### src/rtl/shift_pkg.sv
// Shared encodings for the universal shift register: operation modes,
// burst FSM states and a helper that flags modes which move bits.
package shift_pkg;

  typedef enum logic [2:0] {
    MODE_HOLD  = 3'd0,
    MODE_SHL   = 3'd1,
    MODE_SHR   = 3'd2,
    MODE_ROL   = 3'd3,
    MODE_ROR   = 3'd4,
    MODE_LOAD  = 3'd5,
    MODE_ASR   = 3'd6,
    MODE_CLEAR = 3'd7
  } mode_e;

  typedef enum logic [1:0] {
    ST_IDLE  = 2'd0,
    ST_SHIFT = 2'd1,
    ST_DONE  = 2'd2
  } state_e;

  // True for modes that shift or rotate, i.e. those that produce an out bit.
  function automatic logic is_shift_op(input mode_e m);
    return (m == MODE_SHL) || (m == MODE_SHR) || (m == MODE_ROL) ||
           (m == MODE_ROR) || (m == MODE_ASR);
  endfunction

endpackage

### src/rtl/shift_core.sv
// Combinational next-value logic: computes the register update and the bit
// leaving the register for a given mode.
module shift_core
  import shift_pkg::*;
#(
  parameter int WIDTH = 8
) (
  input  logic [WIDTH-1:0] q,
  input  logic [2:0]       mode,
  input  logic             sin,
  input  logic [WIDTH-1:0] load_data,
  output logic [WIDTH-1:0] q_next,
  output logic             out_bit
);

  always_comb begin
    q_next  = q;
    out_bit = 1'b0;
    case (mode_e'(mode))
      MODE_HOLD:  q_next = q;
      MODE_SHL: begin
        q_next  = {q[WIDTH-2:0], sin};
        out_bit = q[WIDTH-1];
      end
      MODE_SHR: begin
        q_next  = {sin, q[WIDTH-1:1]};
        out_bit = q[0];
      end
      MODE_ROL: begin
        q_next  = {q[WIDTH-2:0], q[WIDTH-1]};
        out_bit = q[WIDTH-1];
      end
      MODE_ROR: begin
        q_next  = {q[0], q[WIDTH-1:1]};
        out_bit = q[0];
      end
      MODE_LOAD:  q_next = load_data;
      MODE_ASR: begin
        q_next  = {q[WIDTH-1], q[WIDTH-1:1]};
        out_bit = q[0];
      end
      MODE_CLEAR: q_next = '0;
      default:    q_next = q;
    endcase
  end

endmodule

### src/rtl/module_shift_univ.sv
// Universal shift register with single-step operation and counted bursts.
// state  | meaning
// IDLE   | en applies mode once per edge; start launches a burst
// SHIFT  | latched mode applied each edge, counter counts down to zero
// DONE   | one-cycle completion pulse, then back to IDLE
module module_shift_univ
  import shift_pkg::*;
#(
  parameter int WIDTH = 8,
  parameter int CNT_W = 4
) (
  input  logic             clk,
  input  logic             rst_n,
  input  logic             en,
  input  logic [2:0]       mode,
  input  logic [WIDTH-1:0] load_data,
  input  logic             sin,
  input  logic             start,
  input  logic [CNT_W-1:0] n_shift,
  output logic [WIDTH-1:0] q,
  output logic             sout,
  output logic             busy,
  output logic             done
);

  state_e           state_q, state_d;
  mode_e            mode_lat_q, mode_lat_d;
  logic [CNT_W-1:0] cnt_q, cnt_d;
  logic [WIDTH-1:0] reg_q, reg_d;
  logic             sout_q, sout_d;
  logic             busy_q, busy_d;
  logic             done_q, done_d;

  logic [2:0]       core_mode;
  logic [WIDTH-1:0] core_q_next;
  logic             core_out;

  assign core_mode = (state_q == ST_SHIFT) ? mode_lat_q : mode;

  shift_core #(.WIDTH(WIDTH)) u_core (
    .q         (reg_q),
    .mode      (core_mode),
    .sin       (sin),
    .load_data (load_data),
    .q_next    (core_q_next),
    .out_bit   (core_out)
  );

  always_comb begin
    state_d    = state_q;
    mode_lat_d = mode_lat_q;
    cnt_d      = cnt_q;
    reg_d      = reg_q;
    sout_d     = sout_q;
    case (state_q)
      ST_IDLE: begin
        if (start) begin
          mode_lat_d = mode_e'(mode);
          // Non-moving modes or zero length finish without touching q.
          if (!is_shift_op(mode_e'(mode)) || (n_shift == '0)) begin
            cnt_d   = '0;
            state_d = ST_DONE;
          end else begin
            cnt_d   = n_shift;
            state_d = ST_SHIFT;
          end
        end else if (en) begin
          reg_d = core_q_next;
          if (is_shift_op(mode_e'(mode))) sout_d = core_out;
        end
      end
      ST_SHIFT: begin
        reg_d  = core_q_next;
        sout_d = core_out;
        cnt_d  = cnt_q - CNT_W'(1);
        if (cnt_q == CNT_W'(1)) state_d = ST_DONE;
      end
      ST_DONE:  state_d = ST_IDLE;
      default:  state_d = ST_IDLE;
    endcase
    busy_d = (state_d == ST_SHIFT);
    done_d = (state_d == ST_DONE);
  end

  always_ff @(posedge clk) begin
    if (!rst_n) begin
      state_q    <= ST_IDLE;
      mode_lat_q <= MODE_HOLD;
      cnt_q      <= '0;
      reg_q      <= '0;
      sout_q     <= 1'b0;
      busy_q     <= 1'b0;
      done_q     <= 1'b0;
    end else begin
      state_q    <= state_d;
      mode_lat_q <= mode_lat_d;
      cnt_q      <= cnt_d;
      reg_q      <= reg_d;
      sout_q     <= sout_d;
      busy_q     <= busy_d;
      done_q     <= done_d;
    end
  end

  assign q    = reg_q;
  assign sout = sout_q;
  assign busy = busy_q;
  assign done = done_q;

endmodule

### config.mk
export PLATFORM = sky130hd
export DESIGN_NAME = module_shift_univ
export DESIGN_NICKNAME = d
export VERILOG_FILES = /design/src/rtl/shift_pkg.sv /design/src/rtl/shift_core.sv /design/src/rtl/module_shift_univ.sv
export SDC_FILE = /design/constraint.sdc
export NUM_CORES = 1
export LEC_CHECK = 0
export BUFFER_PORTS_ARGS = -buffer_cell sky130_fd_sc_hd__buf_2
export CORE_UTILIZATION = 30
export DETAILED_ROUTE_END_ITERATION = 6
export GPL_TIMING_DRIVEN = 0
export PLACE_DENSITY = 0.49
export SYNTH_ARGS = -nofsm -noshare
export SYNTH_HDL_FRONTEND = slang
export SYNTH_HIERARCHICAL = 1
export SYNTH_SLANG_ARGS = --single-unit
### constraint.sdc
create_clock -name clk -period 2.35 [get_ports clk]
set_input_delay 0.1175 -clock clk [delete_from_list [all_inputs] [get_ports clk]]
set_output_delay 0.1175 -clock clk [all_outputs]
set_load 0.005 [all_outputs]
==> flow_summary.yaml <==
setup_path:
  endpoint_kind: "flip-flop"
  required_ps: 2510
  rr_startpoint: "state_q[1]"
  setup.worst_path.end: "q[2]"
  r2r_slack_ps: 170
  crit_start: "state_q[1]"
  worst_ep_arrival_time_ps: 2340
  critical_path.max_fanout: 10
  worst_r2r_path_depth: 8
  critical_path_class: "reg2reg"
  cp-start-kind: "flip-flop"
  timing.rr.end: "q[2]"
timing:
  max_freq_ghz: 0.459
  post-route-min-period_ps: 2180
  drv_slew: 0
  worst_pin_slew_ps: 463
  rsz0062_at_grt: "false"
  fin_skew_ps: 6.25
  setup_tns_ps: 0
  hold_viol: 0
  slew_headroom_pct: 69.1
  fin_crit_sh_pct: 92.8
  setup_viol: 0
clock_tree:
  clkTransAtPathRegs_ps: 80
  htree_levels: 1
  root_buffer: "clkbuf_8"
  cts-hold-fix-buffers: 0
  cts_tree: "yes"
  clkLatencyLatePin_ps: 260
  cts.path.max_buffers: 2
  clkSinkCount: 20
  numCtsBuffers: 3
die:
  die-area_sq_mm: 0.00456
  row_count: 23
  core_area_sq_mm: 0.00406
  die_y_um: 67.5
  io_pins: 31
  start_util_pct: 31.8
  die_w_um: 67.5
yosys:
  ys_top_cells_by_area: "dfxtp_1 (31%), mux2i_1 (11%), nor2b_1 (8.3%), o32a_1 (4.7%), a21oi_1 (4.3%)"
  ys_types: 39
  syn_inst: 153
  yosys.cell_count.top_type: "dfxtp_1"
  syn_area_per_cell_sq_um: 8.42
  ys.flop_type: "dfxtp_1"
  synth_fp_nets: 175
  yosysTopAreaCell: "dfxtp_1"
  yosysWarningCount: 6
  synth_top_area_share_pct: 31.1
  async_flop_share_pct: 0
  synth_area_sq_mm: 0.00129
  ys_seq_area_share_pct: 31.1
  synth-edff-count: 0
  synth_common_cells: "dfxtp_1 (20), nor2b_1 (17), mux2i_1 (14)"
  postSynthRegisterBits: 20
layout:
  diodes: 0
  nNetsFinal: 209
  n_fill_cell: 429
  drive_gt1_share_pct: 26.9
  fin_area_sq_mm: 0.00156
  area_growth_syn_to_layout_pct: 21.1
detailed_routing:
  dr.pass1.iters: 4
  finalWirelength_um: 3190
  vias: 1221
  drc: 0
  wl_per_cell_um: 13.5
  via_per_inst: 5.17
  postRouteAntennaNets: 0
  drt_iter0_drc: 32
placement:
  placed_area_sq_mm: 0.00150
  port_buffers: 30
  dp_hpwl_um: 2340
  gp_congestion: 0.778
power:
  p_leak_nw: 0.682
  powerDensity_mw_per_mm2: 613
  vdd_drop_max_mv: 0.202
global_routing:
  grt_max_degree: 12
  track_usage_pct: 15.6
  antenna_found_initial: 0
  grt.overflow.total: 0
  grt_pass1_vias: 1142
  grt_pass1_wl_um: 5360
run:
  cap_violations: 0
worst_hold_path:
  hold_class: "in2reg"
status:
  status: "finished clean"
-- worst min-delay path by stage --
stage | start | to | cells past startpoint
2_1_floorplan | rst_n | mode_lat_q[0] | 1
3_3_place_gp | n_shift[3] | cnt_q[3] | 3
3_5_place_dp | n_shift[3] | cnt_q[3] | 3
4_1_cts | n_shift[3] | cnt_q[3] | 3
5_1_grt | n_shift[1] | cnt_q[1] | 3
6_report | n_shift[3] | cnt_q[3] | 3
-- critical path: stages, from the launching register on --
cell and delay, ps:
dfxtp_4 390, nand2b_1 110, clkbuf_4 190, mux2_2 350, buf_6 140, or3_1 480
o32a_1 210, mux2i_1 140, nor2b_1 60
-- timing repair --
| action | CTS | global route |
|---|---|---|
| setup buffers | 0 | 0 |
| gates resized for setup | 0 | 4 |
| endpoints found under the hold margin | 0 | 0 |
| setup endpoints to repair | 0 | 7 |
-- logic make-up after synthesis --
family | count (synthesis) | synth area share, %
buffers and inverters | 14 | 5.63
AO/OA/AOI/OAI | 35 | 18.4
AND/OR/NAND/NOR | 63 | 27.9
adder cells (fa/ha/maj) | 2 | 1.94
flip-flops | 20 | 31.1
multiplexers | 18 | 14.4
XOR/XNOR | 1 | 0.680
-- placed cells by master (no fill, tap or decap), types with 2 or more instances in the layout --
master     n
o32a_1     6
o22ai_1    2
buf_4      2
nor2_1     8
nor3_1     2
a31oi_1    3
mux2i_1   14
a21oi_1   11
nand2b_1   3
clkbuf_8   4
nor2b_1   17
ha_1       2
and3_1     7
a21boi_1   2
mux2_2     4
buf_2     33
dfxtp_1   18
nand2_1   13
inv_1      5
nand3_1    3
o21ai_0    5
-- metal layers --
metal / global-route usage, % / vias to the layer above / routed length, um
met4: 5.85 / 0 / 38
li1: - / 609 / -
met5: 0 / - / 0
met1: 20.5 / 584 / 1550
met2: 25.2 / 24 / 1490
met3: 2.70 / 4 / 117
-- layout make-up --
| cell class | instances | area [sq um] | area share (%) |
|---|---|---|---|
| repair buffers | 30 | 150 | 9.62 |
| well taps | 50 | 62.6 | 4.01 |
| multi-input cells | 119 | 816 | 52.3 |
| plain buffers | 8 | 52.6 | 3.37 |
| inverters | 5 | 18.8 | 1.20 |
| clock buffers | 4 | 55.1 | 3.53 |
| flip-flops and latches | 20 | 405 | 26.0 |
-- state kept, by name, indices dropped and copies added (netlist names) --
signal,cells
cnt_q,4
mode_lat_q,3
state_q,2
q,8
busy,1
sout,1
done,1
-- report_power, final --
part | leakage, nW | total (mW) | switching, mW | internal [mW]
clock | 0.0288 | 0.273 | 0.124 | 0.149
combinational | 0.488 | 0.284 | 0.143 | 0.141
sequential | 0.165 | 0.400 | 0.0312 | 0.369
total | 0.682 | 0.957 | 0.298 | 0.659
-- per-stage QoR --
step / util (%) / power [mW] / std cells / hold WS [ps] / worst slack (ps)
6_report: 38.5 / 0.957 / 236 / 111 / 170
5_1_grt: 38.5 / 1.02 / 236 / 120 / 56.2
2_1_floorplan: - / 0.609 / 153 / 246 / 265
3_5_place_dp: 37.0 / 0.692 / 233 / 386 / 21.6
4_1_cts: 38.4 / 0.971 / 237 / 102 / 5.11
3_3_place_gp: 37.0 / 0.686 / 233 / 382 / 65.6
Power figures use the tool's default switching activity.
